[src/rtl/seq_mult_pkg.sv]
// seq_mult_pkg: shared state encoding, default width and product-width helper
package seq_mult_pkg;
    typedef enum logic [1:0] {
        IDLE = 2'd0,
        BUSY = 2'd1,
        DONE = 2'd2
    } state_t;

    localparam int DEFAULT_WIDTH = 16;

    function automatic int prod_w(input int w);
        return 2 * w;
    endfunction
endpackage

[src/rtl/seq_shift_add_mult_adder.sv]
// seq_shift_add_mult_adder: full-adder cell and the N-bit ripple chain built from it
module full_adder (
    input  logic a,
    input  logic b,
    input  logic cin,
    output logic sum,
    output logic cout
);
    assign sum  = a ^ b ^ cin;
    assign cout = (a & b) | (cin & (a ^ b));
endmodule

module ripple_adder_n #(
    parameter int N = 16
) (
    input  logic [N-1:0] a,
    input  logic [N-1:0] b,
    input  logic         cin,
    output logic [N-1:0] sum,
    output logic         cout
);
    logic [N:0] w_c;

    assign w_c[0] = cin;
    assign cout   = w_c[N];

    for (genvar i = 0; i < N; i++) begin : g_fa
        full_adder u_fa (
            .a   (a[i]),
            .b   (b[i]),
            .cin (w_c[i]),
            .sum (sum[i]),
            .cout(w_c[i+1])
        );
    end
endmodule

[src/rtl/seq_shift_add_mult.sv]
// seq_shift_add_mult: sequential shift-and-add multiplier, one partial product per clock.
// Define SIGNED_MULT_EN to honour is_signed (two's-complement via magnitudes and final negate).
module seq_shift_add_mult
    import seq_mult_pkg::*;
#(
    parameter int WIDTH = DEFAULT_WIDTH
) (
    input  logic                       clk,
    input  logic                       rst,
    input  logic                       in_valid,
    output logic                       in_ready,
    input  logic [WIDTH-1:0]           mcand,
    input  logic [WIDTH-1:0]           mplier,
    input  logic                       is_signed,
    output logic                       out_valid,
    input  logic                       out_ready,
    output logic [prod_w(WIDTH)-1:0]   product,
    output logic                       busy
);
    localparam int CNT_W = $clog2(WIDTH);
    localparam int PW    = prod_w(WIDTH);

    state_t             r_state;
    logic               r_in_ready;
    logic               r_out_valid;
    logic               r_busy;
    logic [CNT_W-1:0]   r_cnt;
    logic [WIDTH-1:0]   r_mcand;
    logic [PW-1:0]      r_acc;

    logic [WIDTH-1:0]   w_sum;
    logic [WIDTH-1:0]   w_m_in;
    logic [WIDTH-1:0]   w_q_in;
    logic               w_cout;
    logic               w_last;
    logic [PW-1:0]      w_next;
    logic [PW-1:0]      w_fin;

    // Masking M with acc[0] turns the conditional add into an unconditional one.
    ripple_adder_n #(.N(WIDTH)) u_add (
        .a   (r_acc[PW-1:WIDTH]),
        .b   (r_mcand & {WIDTH{r_acc[0]}}),
        .cin (1'b0),
        .sum (w_sum),
        .cout(w_cout)
    );

    assign w_next = {w_cout, w_sum, r_acc[WIDTH-1:1]};
    assign w_last = r_cnt == CNT_W'(WIDTH - 1);

`ifdef SIGNED_MULT_EN
    logic r_neg;

    assign w_m_in = (is_signed && mcand[WIDTH-1])  ? ~mcand + WIDTH'(1)  : mcand;
    assign w_q_in = (is_signed && mplier[WIDTH-1]) ? ~mplier + WIDTH'(1) : mplier;
    assign w_fin  = r_neg ? ~w_next + PW'(1) : w_next;

    always_ff @(posedge clk) begin
        if (rst)
            r_neg <= 1'b0;
        else if (r_state == IDLE && in_valid)
            r_neg <= is_signed && (mcand[WIDTH-1] ^ mplier[WIDTH-1]);
    end
`else
    logic w_unused;

    assign w_unused = is_signed;
    assign w_m_in   = mcand;
    assign w_q_in   = mplier;
    assign w_fin    = w_next;
`endif

    always_ff @(posedge clk) begin
        if (rst) begin
            r_state     <= IDLE;
            r_in_ready  <= 1'b1;
            r_out_valid <= 1'b0;
            r_busy      <= 1'b0;
            r_cnt       <= '0;
            r_mcand     <= '0;
            r_acc       <= '0;
        end else begin
            case (r_state)
                IDLE: if (in_valid) begin
                    r_mcand    <= w_m_in;
                    r_acc      <= {{WIDTH{1'b0}}, w_q_in};
                    r_cnt      <= '0;
                    r_state    <= BUSY;
                    r_in_ready <= 1'b0;
                    r_busy     <= 1'b1;
                end
                BUSY: begin
                    r_acc <= w_last ? w_fin : w_next;
                    r_cnt <= r_cnt + CNT_W'(1);
                    if (w_last) begin
                        r_state     <= DONE;
                        r_busy      <= 1'b0;
                        r_out_valid <= 1'b1;
                    end
                end
                DONE: if (out_ready) begin
                    r_state     <= IDLE;
                    r_out_valid <= 1'b0;
                    r_in_ready  <= 1'b1;
                end
                default: r_state <= IDLE;
            endcase
        end
    end

    assign in_ready  = r_in_ready;
    assign out_valid = r_out_valid;
    assign busy      = r_busy;
    assign product   = r_acc;
endmodule

[config.mk]
export PLATFORM = sky130hd
export DESIGN_NAME = seq_shift_add_mult
export DESIGN_NICKNAME = d
export VERILOG_FILES = /design/src/rtl/seq_mult_pkg.sv /design/src/rtl/seq_shift_add_mult_adder.sv /design/src/rtl/seq_shift_add_mult.sv
export SDC_FILE = /design/constraint.sdc
export NUM_CORES = 1
export LEC_CHECK = 0
export BUFFER_PORTS_ARGS = -buffer_cell sky130_fd_sc_hd__buf_2
export CAP_MARGIN = 15
export CELL_PAD_IN_SITES_DETAIL_PLACEMENT = 1
export CELL_PAD_IN_SITES_GLOBAL_PLACEMENT = 2
export CORE_MARGIN = 2
export CORE_UTILIZATION = 31
export DETAILED_ROUTE_END_ITERATION = 7
export PLACE_DENSITY = 0.91
export RECOVER_POWER = 100
export REMOVE_ABC_BUFFERS = 1
export SLEW_MARGIN = 20
export SYNTH_ARGS = -nofsm -noshare
export SYNTH_HDL_FRONTEND = slang
export SYNTH_SLANG_ARGS = --single-unit
export TNS_END_PERCENT = 20
[constraint.sdc]
create_clock -name clk -period 8.1 [get_ports clk]
set_input_delay 1.62 -clock clk [delete_from_list [all_inputs] [get_ports clk]]
set_output_delay 1.62 -clock clk [all_outputs]
set_load 0.01 [all_outputs]
After elaboration in Yosys (flattened, before gate mapping)
Cells that the tools add are included.
{ "word_totals": {"word_cells": 119, "input_bits": 37, "out_inout_bits": 35, "ff_bits": 57} }
{ "classes": {"bitwise_logic": 78, "n_reduce_logical": 10, "n_addsub": 1, "n_eq_ne": 6, "n_mux": 17} }
{ "op_table": {"columns": ["operator", "count"], "rows": [
  ["one-hot mux 32 bit (2 select lines)", 1],
  ["two-way mux 32 bit", 1],
  ["bitwise AND 1 bit", 31],
  ["XOR 1 bit", 31],
  ["bitwise AND 16 bit", 1],
  ["bitwise OR 1 bit", 15],
  ["AND reduction 3 bit", 4],
  ["one-hot mux 4 bit (2 select lines)", 1],
  ["two-way mux 1 bit", 6],
  ["two-way mux 2 bit", 3],
  ["!= test 2 bit (second input constant)", 3],
  ["one-hot mux 1 bit (2 select lines)", 3],
  ["one-hot mux 2 bit (3 select lines)", 1],
  ["nonzero test 2 bit", 3],
  ["adder 4 x 1 -> 4 bit (second input constant)", 1],
  ["equality test 4 bit (second input constant)", 1],
  ["two-way mux 4 bit", 1],
  ["AND reduction 2 bit", 2],
  ["equality test 2 x 1 -> 1 bit (second input constant)", 1],
  ["equality test 2 bit (second input constant)", 1],
  ["zero test 2 bit", 1]
]} }

Longest topological paths before layout
Gate-level depths: netlist of run 1.
{ "depth": {"word_depth": 33, "depth_mapped": 27, "ltp_nobuf": 26} }

Cells and area by module
From an unflattened synthesis of run 1, not the netlist that was laid out.
{ "hier_totals": {"cells_unflattened": 293, "area_unflattened_um2": 2758.9} }
{ "by_module_without_submodules": {"columns": ["module", "n_inst", "cells_per_inst", "area_each_um2", "seq_area_each_um2"], "rows": [
  ["seq_shift_add_mult", 1, 277, 2438.6, 1141.1],
  ["full_adder", 16, 1, 20.0, 0.0]
]} }

Worst setup path before layout of run 1
Ideal clock, no wire load.
{ "synth_path": {"path_type": "reg-to-reg", "start": "register r_acc[0] (netlist: product[0])", "end": "register r_acc[30] (netlist: product[30])", "path_stages_with_launch": 27, "required_time_ns": 7.972, "path_buffers": 2, "setup_ns": 0.128, "arrival_ns": 7.005, "synth_period_minus_slack_ns": 7.132, "slack_ns": 0.968, "path_cell_list": "dfxtp_1 -> clkbuf_1 -> clkbuf_1 -> nand2_1 -> fa_1 -> fa_1 -> fa_1 -> fa_1 -> fa_1 -> fa_1 -> fa_1 -> fa_1 -> inv_1 -> fa_1 -> inv_1 -> fa_1 -> inv_1 -> fa_1 -> inv_1 -> fa_1 -> fa_1 -> inv_1 -> fa_1 -> inv_1 -> fa_1 -> a2bb2oi_1 -> nor2_1"} }
{ "synth_via": {"elab_chain_len": 32, "elab_cells_between_ends": 61, "cone_classes": "mux (1); bitwise (60)"} }
{ "synth_rtl": {"columns": ["item", "line", "rtl"], "rows": [
  ["from (decl)", "seq_shift_add_mult.sv:29", "logic [PW-1:0] r_acc;"],
  ["from (signal assigned)", "seq_shift_add_mult.sv:86", "r_acc <= {{WIDTH{1'b0}}, w_q_in};"],
  ["from (signal assigned)", "seq_shift_add_mult.sv:93", "r_acc <= w_last ? w_fin : w_next;"],
  ["bitwise AND 16 bit (*)", "seq_shift_add_mult.sv:42", ".b (r_mcand & {WIDTH{r_acc[0]}}),"],
  ["bitwise AND 1 bit or XOR 1 bit (tied branches)", "seq_shift_add_mult_adder.sv:10", "assign cout = (a & b) | (cin & (a ^ b));"],
  ["bitwise AND 1 bit", "seq_shift_add_mult_adder.sv:10", null],
  ["bitwise OR 1 bit", "seq_shift_add_mult_adder.sv:10", null],
  ["bitwise AND 1 bit", "seq_shift_add_mult_adder.sv:10", null],
  ["bitwise OR 1 bit", "seq_shift_add_mult_adder.sv:10", null],
  ["bitwise AND 1 bit", "seq_shift_add_mult_adder.sv:10", null],
  ["bitwise OR 1 bit", "seq_shift_add_mult_adder.sv:10", null],
  ["[16 not listed]", null, null],
  ["bitwise AND 1 bit", "seq_shift_add_mult_adder.sv:10", null],
  ["bitwise OR 1 bit", "seq_shift_add_mult_adder.sv:10", null],
  ["bitwise AND 1 bit", "seq_shift_add_mult_adder.sv:10", null],
  ["bitwise OR 1 bit", "seq_shift_add_mult_adder.sv:10", null],
  ["bitwise AND 1 bit", "seq_shift_add_mult_adder.sv:10", null],
  ["bitwise OR 1 bit", "seq_shift_add_mult_adder.sv:10", null],
  ["XOR 1 bit (*)", "seq_shift_add_mult_adder.sv:9", "assign sum = a ^ b ^ cin;"],
  ["one-hot mux 32 bit (2 select lines) (*)", "seq_shift_add_mult.sv:83", "case (r_state)"]
]} }
Mark *: on every way between the ends. The rest lies on a longest branch, timed or not.
A chain may end at the register's enable or synchronous reset.

Final worst setup path of run 1
Same ends and word-level chain as after synthesis.

==> metrics.md, run 1 <==
| Metric | Value |
|---|---|
| Status | `complete, but fails checks` |
| Failing checks | `max-capacitance violations, max-slew violations` |
| # setup viols final | `0` |
| PD cells | `about 200 nW/um2` |
| WHS Path Cells | `2` |
| Final hold violation count | `0` |
| Initial DRC Count | `48` |
| CTS Sinks | `57` |
| Via density | `4.746` |
| Num ports | `72` |
| Fin cells | `approximately 500` |
| FMAX | `0.1401 GHz` |
| Fin crit share | `0.8811` |
| Internal reg-to-reg setup slack | `~0.96 ns` |
| MaxCap Viol Count | `1` |
| Clock Tree Buf Depth | `2` |
| Row count | `34` |
| Synth unique cells | `33` |
| Hold Buf Count CTS | `0` |
| Crit-path most repeated cell | `fa_1` |
| FF-to-FF path depth | `25` |
| Via count | `~2300` |
| CP startpoint kind | `flip-flop` |
| Drt total wl | `about 6.8 mm` |
| CP Data Required Time | `8.22 ns` |
| Slew margin rel. | `-0.7568` |
| Drt first pass iters | `4` |
| R2R Path End | `product[30]$_SDFFE_PP0P_` |
| Total power | `around 0.66 mW` |
| Worst Path Arrival | `7.25 ns` |
| Share of cells above drive strength 1 | `0.1605` |
| Port bufs | `70` |
| Syn Inst Count | `330` |
| HP Class | `reg -> reg` |
| Mapped Area | `2849 um2` |
| Total CTS buffers | `9` |
| Detailed-placement wirelength estimate | `4.726 mm` |
| Static leakage | `1.253 nW` |
| Clock period minus worst slack | `about 7.1 ns` |
| RSZ-0062 raised after global routing | `no` |
| Die X | `roughly 100 um` |
| Clock Latency Late Sink | `0.33 ns` |
| Final Worst Setup Slack | `0.9630 ns` |
| Postcts setup bufs | `0` |
| Peak supply drop | `just over 0.00007 V` |
| Ys flop type | `dfxtp_1` |
| First-pass GRT wire length | `11.50 mm` |
| Area growth from synthesis to layout | `14.62%` |
| Proportion of synthesized chip area in sequential cells | `0.4005` |
| Slew Limit Fails | `59` |
| Worst slack at placement | `0.9211 ns` |
| Worst-Margin Slew | `2.635 ns` |
| WL per Instance | `14.01 um` |
| Htree depth | `3` |
| EDFF count, synth | `0` |
| DRC Markers | `0` |
| Post_cts resized | `0` |
| Most frequent cells in the layout | `nand2_1, dfxtp_1, nor2_1, a21oi_1, clkbuf_1` |
| Setup Skew | `between 0.01 and 0.015 ns` |
| Die area | `9973 um2` |
| Die H | `about 100 um` |
| Vias in the first global route | `2423` |
| Nets@finish | `around 430` |
| Setup TNS | `0 ns` |
| CP max stage cell | `fa_1` |
| Routed Antenna Nets | `0` |
| Syn_area_per_cell | `between 8 and 9 um2` |
| Crit. End Element | `flip-flop` |
| Yosys reg bits | `57` |
| Min-delay src | `r_mcand[11]$_SDFFE_PP0P_` |
| Inserted Diodes | `0` |
| R2r startpoint | `product[0]$_SDFFE_PP0P_` |
| Slowest cell delay on critical path | `0.50 ns` |
| Congestion Overflow GR | `0` |
| Post-layout util | `0.3708` |
| Root Driver | `clkbuf_8` |
| Reg clk slew, reported paths | `0.07 ns` |
| Worst-path fanout max | `16` |
| Gr usage total | `0.1451` |
| RD Place Congestion | `about 0.74` |
| Largest net degree at the start of global routing | `59` |
| Core area | `8806 um2` |
| Initial antenna violation count | `0` |
| FFs w/ async S/R, synth | `0` |
| Crit Path Category | `reg -> reg` |
| Initial Util | `0.3235` |
| DP Cell Count | `472` |
| End of the worst hold path | `r_mcand[11]$_SDFFE_PP0P_` |
| YS warnings | `0` |
| CTS tree | `yes` |
-- worst max-delay path: cells and delay by family, from the launching register on --
| family | cells | cell delay, ns |
|---|---|---|
| adder cells (fa/ha/maj) | 15 | 5.61 |
| buffers and inverters | 7 | 0.64 |
| flip-flops | 1 | 0.37 |
| AND/OR/NAND/NOR | 2 | 0.15 |
| AO/OA/AOI/OAI | 1 | 0.15 |
-- registers in the layout, indices dropped and copies added (netlist names) --
name,count
busy,1
in_ready,1
out_valid,1
product,32
r_cnt,4
r_mcand,16
r_state,2
-- per-layer routing --
layer  global-route usage  up-vias  wire length [um]
li1                     -     1159                 -
met1               0.1725     1108              2977
met3              0.03134        8               288
met5                    0        -                 0
met2               0.2573       41              3481
met4              0.05374        0                89
-- final cells by class --
type	count	area, um2
timing repair buffer	73	326.6
clock buffer	14	172.7
tap	108	135.1
fill	1069	5540
multi-input combinational	211	1369
clock inverter	2	35.03
sequential	57	1141
inverter	23	86.33
-- where the power goes --
group          internal (mW)  switching (mW)
Clock                  0.167           0.111
Combinational         0.0303          0.0454
Sequential             0.295          0.0114
-- logic make-up (layout without fill, tap and decap cells) --
logic type	count (synthesis)	after routing	share of synthesized area
AOI/OAI and AO/OA	81	81	0.1941
adders and majority gates	17	17	0.1142
buffers and inverters	62	112	0.1199
DFF	57	57	0.4005
muxes	2	2	0.007466
and+or+nand+nor	111	111	0.1638
-- cells in the mapped netlist (all sizes together) (2+ instances only) --
cell type   n  area, um2
nand2b      2      12.51
clkbuf      9      33.78
o21bai      2      26.28
buf        30      221.5
dfxtp      57       1141
o21ba       2      20.02
nand2      57      214.0
a211oi     13      97.59
nor3b       3      33.78
a21oi      39      195.2
o221a       3      33.78
a22oi       4      30.03
a2bb2oi    13      113.9
ha          2      25.02
o21a        2      15.01
fa         15      300.3
nor2       40      150.1
and2        4      25.02
inv        23      86.33
-- how the worst max path moves through the flow --
| stage | from | endpoint | slack [ns] | cells past startpoint |
|---|---|---|---|---|
| 3_3_place_gp | product[0]$_SDFFE_PP0P_ | product[30]$_SDFFE_PP0P_ | 1.04 | 25 |
| 3_5_place_dp | product[0]$_SDFFE_PP0P_ | product[30]$_SDFFE_PP0P_ | 0.92 | 25 |
| 4_1_cts | product[0]$_SDFFE_PP0P_ | product[30]$_SDFFE_PP0P_ | 0.92 | 25 |
| 2_1_floorplan | product[0]$_SDFFE_PP0P_ | product[30]$_SDFFE_PP0P_ | 1.04 | 26 |
| 6_report | product[0]$_SDFFE_PP0P_ | product[30]$_SDFFE_PP0P_ | 0.96 | 25 |
| 5_1_grt | product[0]$_SDFFE_PP0P_ | product[30]$_SDFFE_PP0P_ | 0.42 | 25 |
-- per-stage QoR --
step                      hold WS [ns]  cell area, um2
final                           0.4530            3266
after global placement          0.4370            3104
after detailed placement        0.4463            3104
after floorplan                 0.4257            2594
after global routing            0.4799            3266
after CTS                       0.4554            3312
Power figures use the tool's default switching activity.
==> run 2: changes to the inputs <==
--- a/config.mk
+++ b/config.mk
@@ -5,14 +5,14 @@
 export SDC_FILE = /design/constraint.sdc
 export NUM_CORES = 1
 export LEC_CHECK = 0
-export BUFFER_PORTS_ARGS = -buffer_cell sky130_fd_sc_hd__buf_2
 export CAP_MARGIN = 15
 export CELL_PAD_IN_SITES_DETAIL_PLACEMENT = 1
 export CELL_PAD_IN_SITES_GLOBAL_PLACEMENT = 2
 export CORE_MARGIN = 2
-export CORE_UTILIZATION = 31
+export CORE_UTILIZATION = 37
 export DETAILED_ROUTE_END_ITERATION = 7
-export PLACE_DENSITY = 0.91
+export DONT_BUFFER_PORTS = 1
+export PLACE_DENSITY = 0.9
 export RECOVER_POWER = 100
 export REMOVE_ABC_BUFFERS = 1
 export SLEW_MARGIN = 20
==> run 2 against run 1 <==
  * The run still ends with max-capacitance violations, max-slew violations left
  * Combinational power fell by 33%
  * Maximum frequency barely moved
  * Setup slack got worse by 0.0053 ns
  * Via count fell by 10%
  * Count of clock-buffer cells in the layout fell by 1
  * Global-route usage rose by 1.0 points
==> metrics.md, run 2 (synthesis results as in run 1) <==
| Metric | Value |
|---|---|
| Status | `complete, but fails checks` |
| Failing checks | `max-capacitance violations, max-slew violations` |
| Clock network power share | `0.439` |
| MaxCap Viol Count | `2` |
| Slew Limit Fails | `51` |
| Share of cells above drive strength 1 | `0.07120` |
| R2r startpoint | `product[0]$_SDFFE_PP0P_` |
| Sw Share | `0.2415` |
| R2R Path End | `product[30]$_SDFFE_PP0P_` |
| Gr usage total | `0.1555` |
| GRT met2 Usage | `0.2696` |
| WHS Path Cells | `2` |
| FMAX | `0.1400 GHz` |
| Slowest cell delay on critical path | `0.50 ns` |
| Slew margin rel. | `-0.6011` |
| Port bufs | `0` |
| Nets@finish | `359` |
| Clock period minus worst slack | `between 7 and 8 ns` |
| Peak supply drop | `0.00009961 V` |
| Vias in the first global route | `between 2000 and 2500` |
| Routed Antenna Nets | `0` |
| Combinational Power Share | `0.079` |
| DRC Markers | `0` |
| Initial antenna violation count | `0` |
| Worst hold slack | `0.4463 ns` |
| Total CTS buffers | `9` |
| P_sw | `about 0.16 mW` |
| Root Driver | `clkbuf_8` |
| Worst Path Arrival | `7.36 ns` |
| CTS Sinks | `57` |
| Die X | `91.75 um` |
| Total power | `0.6444 mW` |
| Postcts setup bufs | `0` |
| Min-delay src | `r_mcand[9]$_SDFFE_PP0P_` |
| DP Cell Count | `about 400` |
| First-pass GRT wire length | `10.31 mm` |
| Via count | `2080` |
| Area growth from synthesis to layout | `2.767%` |
| Worst-path fanout max | `16` |
| Congestion Overflow GR | `0` |
| PD cells | `220.1 nW/um2` |
| Met1 Use GR | `0.1728` |
| Internal reg-to-reg setup slack | `0.96 ns` |
| Crit path from | `product[0]$_SDFFE_PP0P_` |
| Initial Util | `0.3866` |
| RSZ-0062 raised after global routing | `no` |
| Final hold violation count | `0` |
| Die H | `roughly 90 um` |
| # setup viols final | `0` |
| Inserted Diodes | `0` |
| Initial DRC Count | `56` |
| RD Place Congestion | `0.7323` |
| GRT Max-Usage Layer | `met2` |
| Cell area after layout | `2928 um2` |
| CP max stage cell | `fa_1` |
| Clock Latency Late Sink | `0.32 ns` |
| FF-to-FF path depth | `25` |
| Fin crit share | `0.8818` |
| Reg clk slew, reported paths | `0.06 ns` |
| HP Class | `reg -> reg` |
| Largest register FFs | `32` |
| P_int | `0.4888 mW` |
| Core area | `7370 um2` |
| Htree depth | `3` |
| Post_cts resized | `0` |
| Crit. End Element | `flip-flop` |
| Fin cells | `roughly 400` |
| Crit-path most repeated cell | `fa_1` |
| Drt total wl | `6.283 mm` |
| Setup Skew | `0.004935 ns` |
| Clock Tree Buf Depth | `2` |
| Most frequent cells in the layout | `nand2_1, dfxtp_1, nor2_1, a21oi_1, inv_1` |
| WL per Instance | `between 15 and 20 um` |
| Num ports | `72` |
| Static leakage | `1.069 nW` |
| Setup TNS | `0 ns` |
| Drt first pass iters | `4` |
| Met3 Resource Use GR | `0.05998` |
| Detailed-placement wirelength estimate | `4.317 mm` |
| CP startpoint kind | `flip-flop` |
| Largest net degree at the start of global routing | `59` |
| Row count | `31` |
| End of the worst hold path | `r_mcand[9]$_SDFFE_PP0P_` |
| Hold Buf Count CTS | `0` |
| CTS tree | `yes` |
| Crit Path Category | `reg -> reg` |
| Via density | `5.098` |
| Sequential fraction of design power | `0.482` |
| CP Data Required Time | `between 8 and 9 ns` |
| Placed inst area | `2740 um2` |
| Die area | `8418 um2` |
| Worst-Margin Slew | `2.397 ns` |
-- run 2: cell type report --
| cell class | count | area [um2] |
|---|---|---|
| sequential | 57 | 1141 |
| inverter | 23 | 86.33 |
| timing repair buffer | 3 | 18.77 |
| tap | 99 | 123.9 |
| clock buffer | 13 | 178.9 |
| fill | 899 | 4442 |
| clock inverter | 2 | 35.03 |
| multi-input combinational | 211 | 1344 |
-- run 2: per-stage QoR --
| step | utilization | worst slack, ns |
|---|---|---|
| floorplan | - | 1.036 |
| global placement | 0.3718 | 1.031 |
| detailed placement | 0.3718 | 0.8978 |
| CTS | 0.4008 | 0.8723 |
| global route | 0.3973 | 0.5146 |
| finish | 0.3973 | 0.9577 |
-- run 2: power groups by stage --
stage / Clock [mW] / Sequential (mW) / Combinational (mW)
6_report: 0.283 / 0.311 / 0.0508
4_1_cts: 0.294 / 0.311 / 0.0529
3_3_place_gp: 0 / 0.317 / 0.0504
3_5_place_dp: 0 / 0.318 / 0.0531
5_1_grt: 0.308 / 0.313 / 0.0589
2_1_floorplan: 0 / 0.315 / 0.0384
-- run 2: worst max-delay path, delay by kind of cell (launching register included) --
family,cells,cell delay (ns)
AND/OR/NAND/NOR,2,0.18
AO/OA/AOI/OAI,1,0.16
buffers and inverters,7,0.68
flip-flops,1,0.40
adder cells (fa/ha/maj),15,5.62
-- run 2: worst max path at each step --
| stage | endpoint | slack (ns) | depth (start not counted) |
|---|---|---|---|
| CTS | product[30]$_SDFFE_PP0P_ | 0.87 | 25 |
| detailed placement | product[30]$_SDFFE_PP0P_ | 0.90 | 25 |
| global route | product[30]$_SDFFE_PP0P_ | 0.51 | 25 |
| floorplan | product[30]$_SDFFE_PP0P_ | 1.04 | 26 |
| finish | product[30]$_SDFFE_PP0P_ | 0.96 | 25 |
| global placement | product[30]$_SDFFE_PP0P_ | 1.03 | 25 |
-- run 2: metal layers --
layer / up-vias / wire, um
met5: - / 0
met4: 0 / 85
met3: 10 / 402
met2: 49 / 3149
met1: 1002 / 2646
li1: 1019 / -
==> run 3: changes to the inputs <==
--- a/config.mk
+++ b/config.mk
@@ -8,6 +8,7 @@
 export CAP_MARGIN = 15
 export CELL_PAD_IN_SITES_DETAIL_PLACEMENT = 1
 export CELL_PAD_IN_SITES_GLOBAL_PLACEMENT = 2
+export CORE_ASPECT_RATIO = 0.5
 export CORE_MARGIN = 2
 export CORE_UTILIZATION = 37
 export DETAILED_ROUTE_END_ITERATION = 7
@@ -19,4 +20,4 @@
 export SYNTH_ARGS = -nofsm -noshare
 export SYNTH_HDL_FRONTEND = slang
 export SYNTH_SLANG_ARGS = --single-unit
-export TNS_END_PERCENT = 20
+export TNS_END_PERCENT = 50
==> run 3 against run 2 <==
  * The flow still finishes with violations (max-capacitance violations, max-slew violations)
  * Die area increased by 0.51%
  * Clock power grew 34%
  * First-iteration DRC count is 38% higher
  * Via count is 1.5% higher
  * Hold slack better by 0.0039 ns
  * Total power rose by 15%
  * Global-route usage rose by 2.4 points
  * Count of clock-buffer cells in the layout fell by 1
==> metrics.md, run 3 (synthesis results as in run 1) <==
| Metric | Value |
|---|---|
| Status | `complete, but fails checks` |
| Failing checks | `max-capacitance violations, max-slew violations` |
| Total CTS buffers | `9` |
| # setup viols final | `0` |
| Worst-Margin Slew | `2.561 ns` |
| CTS tree | `yes` |
| Port bufs | `0` |
| Hold Buf Count CTS | `0` |
| Routed Antenna Nets | `0` |
| Drt total wl | `between 6 and 7 mm` |
| Crit. End Element | `flip-flop` |
| Gr usage total | `0.1798` |
| Setup TNS | `0 ns` |
| Most frequent cells in the layout | `nand2_1, dfxtp_1, nor2_1, a21oi_1, inv_1` |
| Postcts setup bufs | `0` |
| WHS Path Cells | `2` |
| Peak supply drop | `0.0001189 V` |
| Nets@finish | `358` |
| Clock Tree Buf Depth | `2` |
| End of the worst hold path | `r_mcand[6]$_SDFFE_PP0P_` |
| Num ports | `72` |
| Crit Path Category | `reg -> reg` |
| Post-layout util | `0.4054` |
| RSZ-0062 raised after global routing | `no` |
| Htree depth | `3` |
| RD Place Congestion | `0.7213` |
| Reg clk slew, reported paths | `0.05 ns` |
| Inserted Diodes | `0` |
| Row count | `22` |
| Worst-path fanout max | `18` |
| Drt first pass iters | `4` |
| Largest net degree at the start of global routing | `59` |
| First-pass GRT wire length | `between 10 and 15 mm` |
| Worst Path Arrival | `~7.3 ns` |
| Congestion Overflow GR | `0` |
| Clock period minus worst slack | `7.129 ns` |
| PD cells | `247.1 nW/um2` |
| CTS Sinks | `57` |
| Via density | `5.225` |
| Fin crit share | `0.8801` |
| Setup Skew | `~0.0056 ns` |
| Die X | `128.1 um` |
| DRC Markers | `0` |
| Static leakage | `1.099 nW` |
| R2r startpoint | `product[0]$_SDFFE_PP0P_` |
| Clock Latency Late Sink | `0.33 ns` |
| Largest register FFs | `32` |
| Final hold violation count | `0` |
| Vias in the first global route | `2263` |
| R2R Path End | `product[30]$_SDFFE_PP0P_` |
| Slew margin rel. | `-0.7111` |
| CP Data Required Time | `8.31 ns` |
| WL per Instance | `17.22 um` |
| Die H | `66.05 um` |
| Slew Limit Fails | `51` |
| Worst slack at placement | `0.9438 ns` |
| Detailed-placement wirelength estimate | `4.553 mm` |
| FF-to-FF path depth | `25` |
| Core area | `7405 um2` |
| Initial DRC Count | `77` |
| Root Driver | `clkbuf_16` |
| MaxCap Viol Count | `2` |
| FMAX | `approximately 0.14 GHz` |
| Area growth from synthesis to layout | `5.358%` |
| Initial antenna violation count | `0` |
| HP Class | `reg -> reg` |
| Final Worst Setup Slack | `0.9709 ns` |
| Min-delay src | `r_mcand[6]$_SDFFE_PP0P_` |
| Internal reg-to-reg setup slack | `0.97 ns` |
| Initial Util | `0.3848` |
| Die area | `8461 um2` |
| CP startpoint kind | `flip-flop` |
| Share of cells above drive strength 1 | `0.07143` |
| Post_cts resized | `0` |
| Via count | `between 2000 and 2500` |
-- run 3: worst max-delay path by stage --
stage / slack [ns] / to / start / cells after the start
floorplan: 1.04 / product[30]$_SDFFE_PP0P_ / product[0]$_SDFFE_PP0P_ / 26
global placement: 1.06 / product[30]$_SDFFE_PP0P_ / product[0]$_SDFFE_PP0P_ / 25
detailed placement: 0.94 / product[30]$_SDFFE_PP0P_ / product[0]$_SDFFE_PP0P_ / 25
CTS: 0.92 / product[30]$_SDFFE_PP0P_ / product[0]$_SDFFE_PP0P_ / 25
global route: 0.56 / product[30]$_SDFFE_PP0P_ / product[0]$_SDFFE_PP0P_ / 25
finish: 0.97 / product[30]$_SDFFE_PP0P_ / product[0]$_SDFFE_PP0P_ / 25
-- run 3: stage by stage --
step | hold WS (ns) | total power [mW] | instance area, um2 | cells
after floorplan | 0.4257 | 0.3531 | 2594 | 291
after CTS | 0.4495 | 0.7537 | 3028 | 404
final | 0.4502 | 0.7418 | 3002 | 404
after global placement | 0.4336 | 0.3663 | 2731 | 389
after global routing | 0.4624 | 0.7747 | 3002 | 404
after detailed placement | 0.4425 | 0.3712 | 2731 | 389
-- run 3: critical path: stages, from the launching register on --
cell and delay, ns:
dfxtp_1 0.33, buf_4 0.25, nand2_1 0.11, fa_1 0.46, fa_1 0.44, fa_1 0.43
fa_1 0.42, fa_1 0.43, fa_1 0.42, fa_1 0.45, fa_1 0.41, inv_1 0.08
fa_1 0.19, inv_1 0.06, fa_1 0.38, inv_1 0.09, fa_1 0.16, inv_1 0.05
fa_1 0.41, fa_1 0.40, inv_1 0.09, fa_1 0.16, inv_1 0.05, fa_1 0.51
a2bb2oi_1 0.16, nor2_1 0.06
-- run 3: where the power goes --
group | leakage [nW] | internal, mW | total (mW) | switching (mW)
combinational | 0.484 | 0.0206 | 0.0532 | 0.0327
clock | 0.148 | 0.252 | 0.378 | 0.126
sequential | 0.467 | 0.295 | 0.311 | 0.0156
-- run 3: routing by layer --
layer,global-route usage,vias to the layer above,wire length [um],share of wire
met5,0,-,0,0
met4,0.05769,0,55,0.0079
met3,0.06634,5,341,0.049
met2,0.3168,47,3489,0.50
met1,0.2056,1042,3071,0.44
li1,-,1017,-,-
-- run 3: final cells by class --
class                   instances  area [um2]
fillers                       857        4403
multi-input cells             211        1346
flip-flops and latches         57        1141
clock buffers                  12       256.5
well taps                      96       120.1
inverters                      23       86.33
clock inverters                 3       40.04
repair buffers                  2       11.26
